File: src/rtl/prio_enc_pkg.sv
// Shared definitions for the pipelined priority encoder: priority mode
// constants and the round-robin pointer increment.
package prio_enc_pkg;

  localparam int PRIO_MODE_FIXED = 0;
  localparam int PRIO_MODE_RR    = 1;

  // Pointer advance with an explicit wrap at n, so non-power-of-two widths
  // never produce a pointer beyond n-1.
  function automatic int ptr_inc(input int cur, input int n);
    return (cur == n - 1) ? 0 : cur + 1;
  endfunction

endpackage

File: src/rtl/prio_enc_core.sv
// Combinational priority search: fixed (highest index wins) or round-robin
// (first set bit at or after ptr, wrapping at N).
module prio_enc_core
  import prio_enc_pkg::*;
#(
  parameter int N  = 8,
  parameter int RR = PRIO_MODE_FIXED,
  localparam int IDXW = $clog2(N)
) (
  input  logic [N-1:0]    req,
  input  logic [IDXW-1:0] ptr,
  output logic [IDXW-1:0] idx,
  output logic            any,
  output logic [N-1:0]    onehot
);

  int         pos;
  logic [N-1:0] shifted;

  // Bits are probed through a shift so the index never needs a wide select.
  always_comb begin
    idx     = '0;
    any     = 1'b0;
    onehot  = '0;
    pos     = 0;
    shifted = '0;
    if (RR == PRIO_MODE_RR) begin
      for (int k = 0; k < N; k++) begin
        pos = int'(ptr) + k;
        if (pos >= N) pos = pos - N;
        shifted = req >> pos;
        if (!any && shifted[0]) begin
          any = 1'b1;
          idx = IDXW'(pos);
        end
      end
    end else begin
      for (int i = 0; i < N; i++) begin
        shifted = req >> i;
        if (shifted[0]) begin
          any = 1'b1;
          idx = IDXW'(i);
        end
      end
    end
    if (any) onehot = N'(1) << idx;
  end

endmodule

File: src/rtl/prio_encoder_pipe.sv
// Registered N-to-log2(N) priority encoder with valid/ready on both sides.
// Optional out_multi flag when PRIO_MULTIHOT_FLAG_EN is defined.
module prio_encoder_pipe
  import prio_enc_pkg::*;
#(
  parameter int N  = 8,
  parameter int RR = PRIO_MODE_FIXED,
  localparam int IDXW = $clog2(N)
) (
  input  logic            clk,
  input  logic            rst_n,
  input  logic            in_valid,
  output logic            in_ready,
  input  logic [N-1:0]    in_req,
  output logic            out_valid,
  input  logic            out_ready,
  output logic [IDXW-1:0] out_idx,
  output logic            out_any,
  output logic [N-1:0]    out_onehot
`ifdef PRIO_MULTIHOT_FLAG_EN
  ,
  output logic            out_multi
`endif
);

  logic [IDXW-1:0] ptr;
  logic [IDXW-1:0] core_idx;
  logic            core_any;
  logic [N-1:0]    core_onehot;
  logic            accept;

  assign in_ready = !out_valid || out_ready;
  assign accept   = in_valid && in_ready;

  prio_enc_core #(.N(N), .RR(RR)) u_core (
    .req    (in_req),
    .ptr    (ptr),
    .idx    (core_idx),
    .any    (core_any),
    .onehot (core_onehot)
  );

  // Data outputs only load on acceptance, so they hold under backpressure
  // and keep their last value after draining.
  always_ff @(posedge clk or negedge rst_n) begin
    if (!rst_n) begin
      out_valid  <= 1'b0;
      out_idx    <= '0;
      out_any    <= 1'b0;
      out_onehot <= '0;
    end else if (accept) begin
      out_valid  <= 1'b1;
      out_idx    <= core_idx;
      out_any    <= core_any;
      out_onehot <= core_onehot;
    end else if (out_ready) begin
      out_valid  <= 1'b0;
    end
  end

  // Zero vectors leave the pointer where it is.
  always_ff @(posedge clk or negedge rst_n) begin
    if (!rst_n) begin
      ptr <= '0;
    end else if (RR == PRIO_MODE_RR && accept && core_any) begin
      ptr <= IDXW'(ptr_inc(int'(core_idx), N));
    end
  end

`ifdef PRIO_MULTIHOT_FLAG_EN
  // Clearing the lowest set bit leaves something only if two or more were set.
  always_ff @(posedge clk or negedge rst_n) begin
    if (!rst_n) begin
      out_multi <= 1'b0;
    end else if (accept) begin
      out_multi <= (in_req & (in_req - N'(1))) != '0;
    end
  end
`else
  // No multi-hot flag in this build.
`endif

endmodule
File: config.mk
export PLATFORM = sky130hd
export DESIGN_NAME = prio_encoder_pipe
export DESIGN_NICKNAME = d
export VERILOG_FILES = /design/src/rtl/prio_enc_pkg.sv /design/src/rtl/prio_enc_core.sv /design/src/rtl/prio_encoder_pipe.sv
export SDC_FILE = /design/constraint.sdc
export NUM_CORES = 1
export LEC_CHECK = 0
export BUFFER_PORTS_ARGS = -buffer_cell sky130_fd_sc_hd__buf_2
export CAP_MARGIN = 40
export CORE_MARGIN = 2
export CORE_UTILIZATION = 43
export CTS_CLUSTER_DIAMETER = 200
export DETAILED_ROUTE_END_ITERATION = 7
export PLACE_DENSITY = 0.84
export SLEW_MARGIN = 20
export SYNTH_ARGS = -nofsm -noshare
export SYNTH_HDL_FRONTEND = slang
export SYNTH_SLANG_ARGS = --single-unit
File: constraint.sdc
create_clock -name clk -period 1.65 [get_ports clk]
set_clock_uncertainty 0.15 [all_clocks]
set_input_delay 0.0825 -clock clk [delete_from_list [all_inputs] [get_ports clk]]
set_output_delay 0.0825 -clock clk [all_outputs]
set_load 0.01 [all_outputs]
==> impl_metrics.prom <==
# TYPE chip_impl_metric gauge
chip_impl_metric{name="syn-cell-area",unit="sq um"} 583
chip_impl_metric{name="num_rows",unit=""} 13
chip_impl_metric{name="final_report_max_slew_violation_count",unit=""} 0
chip_impl_info{name="ctsRootBufferMaster",value="sky130_fd_sc_hd__clkbuf_4"} 1
chip_impl_info{name="crit-reg2reg-capture",value="out_onehot[7]"} 1
chip_impl_metric{name="vias_in_the_first_global_route",unit=""} 446
chip_impl_metric{name="clkTransAtPathRegs",unit="ps"} 80
chip_impl_metric{name="timing.final.ws_setup",unit="ps"} 177
chip_impl_metric{name="worst-r2r-setup-slack",unit="ps"} 260
chip_impl_info{name="critical_path.slowest_cell",value="sky130_fd_sc_hd__dlygate4sd3_1"} 1
chip_impl_metric{name="io_buffer_count",unit=""} 25
chip_impl_metric{name="synth_sequential_area_ratio",unit="%"} 55.8
chip_impl_metric{name="drcViolationCount",unit=""} 0
chip_impl_metric{name="worst_slew_margin_rel",unit="%"} 63.5
chip_impl_metric{name="ff_latch_area",unit="sq um"} 325
chip_impl_metric{name="fp.dieW",unit="microns"} 40.8
chip_impl_info{name="crit_family",value="buffers and inverters"} 1
chip_impl_metric{name="clock.fmax",unit="MHz"} 679
chip_impl_metric{name="postRouteWirelength",unit="microns"} 1260
chip_impl_metric{name="critical_path_peak_fanout",unit=""} 14
chip_impl_metric{name="worst_ep_required_time",unit="ps"} 1650
chip_impl_metric{name="final_area",unit="sq um"} 828
chip_impl_metric{name="finalCriticalPeriod",unit="ps"} 1470
chip_impl_metric{name="grt_pass1_wl",unit="microns"} 1860
chip_impl_metric{name="syn_area_per_cell",unit="sq um"} 10.6
chip_impl_metric{name="cts_buffers",unit=""} 3
chip_impl_metric{name="postRouteAntennaNets",unit=""} 0
chip_impl_metric{name="critPathBufInv",unit=""} 2
chip_impl_metric{name="hold_viol",unit=""} 0
chip_impl_metric{name="global_route.usage.total",unit="%"} 17.5
chip_impl_metric{name="drt_pass1_iterations",unit=""} 4
chip_impl_metric{name="postSynthCellCount",unit=""} 55
chip_impl_info{name="worstPathCellList",value="dlygate4sd3_1 > buf_2 > nand2_1 > mux2_2"} 1
chip_impl_metric{name="synth.ff_latch_count",unit=""} 13
chip_impl_metric{name="fp.dieH",unit="microns"} 40.8
chip_impl_metric{name="cts_sinks",unit=""} 13
chip_impl_metric{name="cts.htree.levels",unit=""} 1
chip_impl_info{name="endpoint_kind",value="flop"} 1
chip_impl_metric{name="multiInputGateArea",unit="sq um"} 238
chip_impl_metric{name="dp.final_hpwl",unit="microns"} 966
chip_impl_metric{name="yosysWarningCount",unit=""} 0
chip_impl_info{name="tritoncts_clock_tree",value="done"} 1
chip_impl_info{name="path_category_of_the_worst_min_delay_check",value="in2async"} 1
chip_impl_info{name="cell_type_with_the_largest_total_area_after_synthesis",value="sky130_fd_sc_hd__dfrtp_1"} 1
chip_impl_metric{name="synth_top_area_share",unit="%"} 55.8
chip_impl_info{name="critPathKind",value="in2reg"} 1
chip_impl_metric{name="timing.reg2reg.worst_path_depth",unit=""} 3
chip_impl_metric{name="worstMarginPinSlew",unit="ps"} 543
chip_impl_metric{name="clockBufferDepth",unit=""} 2
chip_impl_metric{name="num_vias",unit=""} 544
chip_impl_metric{name="gp_congestion",unit=""} 0.717
chip_impl_metric{name="report.final.setup_viol",unit=""} 0
chip_impl_info{name="worst_r2r_startpoint",value="out_valid"} 1
chip_impl_metric{name="initial_utilization",unit="%"} 45.4
chip_impl_metric{name="power_leakage",unit="uW"} 0.000401
chip_impl_metric{name="max-vdd-ir-drop",unit="V"} 0.000526
chip_impl_info{name="rsz0062_at_grt",value="no"} 1
chip_impl_metric{name="synth.distinct_cells",unit=""} 19
chip_impl_metric{name="fin_setup_tns",unit="ps"} 0
chip_impl_info{name="crit_path_start_kind",value="input port"} 1
chip_impl_info{name="status",value="completed"} 1
chip_impl_metric{name="wire_length_per_cell_after_detailed_routing",unit="microns"} 11.9
chip_impl_metric{name="cell_area_reported_after_detailed_placement",unit="sq um"} 722
chip_impl_metric{name="n_fill_cell",unit=""} 96
chip_impl_info{name="layout.cells.most_common",value="sky130_fd_sc_hd__buf_2"} 1
chip_impl_metric{name="core-area",unit="sq mm"} 0.00128
chip_impl_metric{name="grt_start_max_net_pins",unit=""} 15
chip_impl_metric{name="nets",unit=""} 104
chip_impl_metric{name="i_o_pin_total",unit=""} 26
chip_impl_metric{name="arrival_time_at_the_worst_endpoint",unit="ps"} 1470
chip_impl_metric{name="area_growth_synth_to_finish",unit="%"} 42.1
chip_impl_metric{name="share_of_final_layout_standard_cells_stronger_than_drive_strength_1",unit="%"} 37.4
chip_impl_metric{name="pwr_density_cell",unit="mW/mm^2"} 802
chip_impl_metric{name="mappedNetlistNets",unit=""} 67
chip_impl_info{name="final_cell_mix",value="sky130_fd_sc_hd__buf_2, sky130_fd_sc_hd__dfrtp_1, sky130_fd_sc_hd__nand2_1, sky130_fd_sc_hd__dlygate4sd3_1, sky130_fd_sc_hd__nor2_1"} 1
chip_impl_metric{name="num_antenna_cells",unit=""} 0
chip_impl_metric{name="drt-vias-per-instance",unit=""} 5.13
chip_impl_metric{name="finalCritPeriodShare",unit="%"} 89.2
chip_impl_metric{name="dp_slack",unit="ps"} 262
chip_impl_metric{name="crit_path_max_incr_delay",unit="ps"} 540
chip_impl_metric{name="grt_remaining_overflow",unit=""} 0
chip_impl_metric{name="iteration_0_drc_count_of_the_detailed_router",unit=""} 7
chip_impl_metric{name="number_of_antenna_violations_at_the_first_check_in_global_routing",unit=""} 0
chip_impl_metric{name="insertion_delay",unit="ps"} 270
chip_impl_info{name="synth_top_cells_by_area",value="sky130_fd_sc_hd__dfrtp_1, sky130_fd_sc_hd__nand2_1, sky130_fd_sc_hd__o31ai_1"} 1
chip_impl_metric{name="floorplan.die_area",unit="sq mm"} 0.00167
chip_impl_metric{name="timing.max_cap.violations",unit=""} 0
==> layer usage <==
layer / track usage [%] / up-vias / routed length [microns]
met3: 3.26 / 2 / 43
met5: 0 / - / 0
li1: - / 268 / -
met2: 29.3 / 15 / 659
met4: 10.0 / 0 / 19
met1: 20.7 / 259 / 533
==> cells in the mapped netlist <==
master and number:
sky130_fd_sc_hd__nand3b_1 1, sky130_fd_sc_hd__buf_4 1, sky130_fd_sc_hd__mux2_2 1, sky130_fd_sc_hd__a22o_2 2, sky130_fd_sc_hd__nor4_4 1, sky130_fd_sc_hd__a31oi_1 1, sky130_fd_sc_hd__a21oi_1 4, sky130_fd_sc_hd__nand2b_1 2
sky130_fd_sc_hd__o21ai_0 4, sky130_fd_sc_hd__nand2_1 8, sky130_fd_sc_hd__buf_2 1, sky130_fd_sc_hd__inv_1 2, sky130_fd_sc_hd__dfrtp_1 13, sky130_fd_sc_hd__mux2_1 1, sky130_fd_sc_hd__nand3_2 1, sky130_fd_sc_hd__nor2_1 6
sky130_fd_sc_hd__o31a_1 1, sky130_fd_sc_hd__and3_1 1, sky130_fd_sc_hd__o31ai_1 4
==> sequential cells by signal, indices dropped and copies added, names as in the netlist <==
signal	count
out_idx	3
out_any	1
out_valid	1
out_onehot	8
==> worst register-to-register path, stage by stage (launching register included) <==
cell and delay (ps):
sky130_fd_sc_hd__dfrtp_1 350, sky130_fd_sc_hd__nand2b_1 70, sky130_fd_sc_hd__nand2_1 320, sky130_fd_sc_hd__mux2_2 380
==> kinds of logic after synthesis <==
logic type             count (synthesis)  synth area share [%]
and+or+nand+nor                       20                  18.9
DFF                                   13                  55.8
buffers and inverters                  4                  3.43
AOI/OAI and AO/OA                     16                  18.0
muxes                                  2                  3.86
==> power by group <==
group | total [uW] | switching, uW | internal (uW)
Sequential | 348 | 9.12 | 339
Clock | 192 | 98.4 | 93.4
Combinational | 124 | 66.8 | 57.3
==> area by class of cell <==
type	count	share of cell area (%)
flip-flops and latches	13	39.3
multi-input cells	38	28.7
repair buffers	34	25.7
clock buffers	4	3.17
well taps	15	2.27
inverters	2	0.906
==> worst max path at each step <==
stage / startpoint / end / slack (ps) / cells after the start
3_5_place_dp: out_valid / out_onehot[7] / 260 / 3
2_1_floorplan: out_valid / out_onehot[7] / 320 / 4
6_report: in_valid / out_onehot[7] / 180 / 4
4_1_cts: in_valid / out_onehot[7] / 190 / 4
3_3_place_gp: out_valid / out_onehot[7] / 290 / 3
5_1_grt: in_req[6] / out_onehot[0] / 70 / 4
==> what timing repair did <==
action	in CTS	in global routing
endpoints found under the setup margin	0	0
endpoints found under the hold margin	20	0
setup buffers	0	0
hold buffers	8	0
gates resized for setup	0	0
==> metrics by stage <==
| step | cells | power [uW] | hold WS, ps | utilization (%) |
|---|---|---|---|---|
| finish | 106 | 664 | 67.6 | 64.5 |
| global placement | 94 | 462 | -175 | 56.2 |
| CTS | 106 | 668 | 60.3 | 64.5 |
| floorplan | 55 | 408 | -363 | - |
| detailed placement | 94 | 465 | -173 | 56.2 |
| global route | 106 | 707 | 75.2 | 64.5 |
Power figures use the tool's default switching activity.
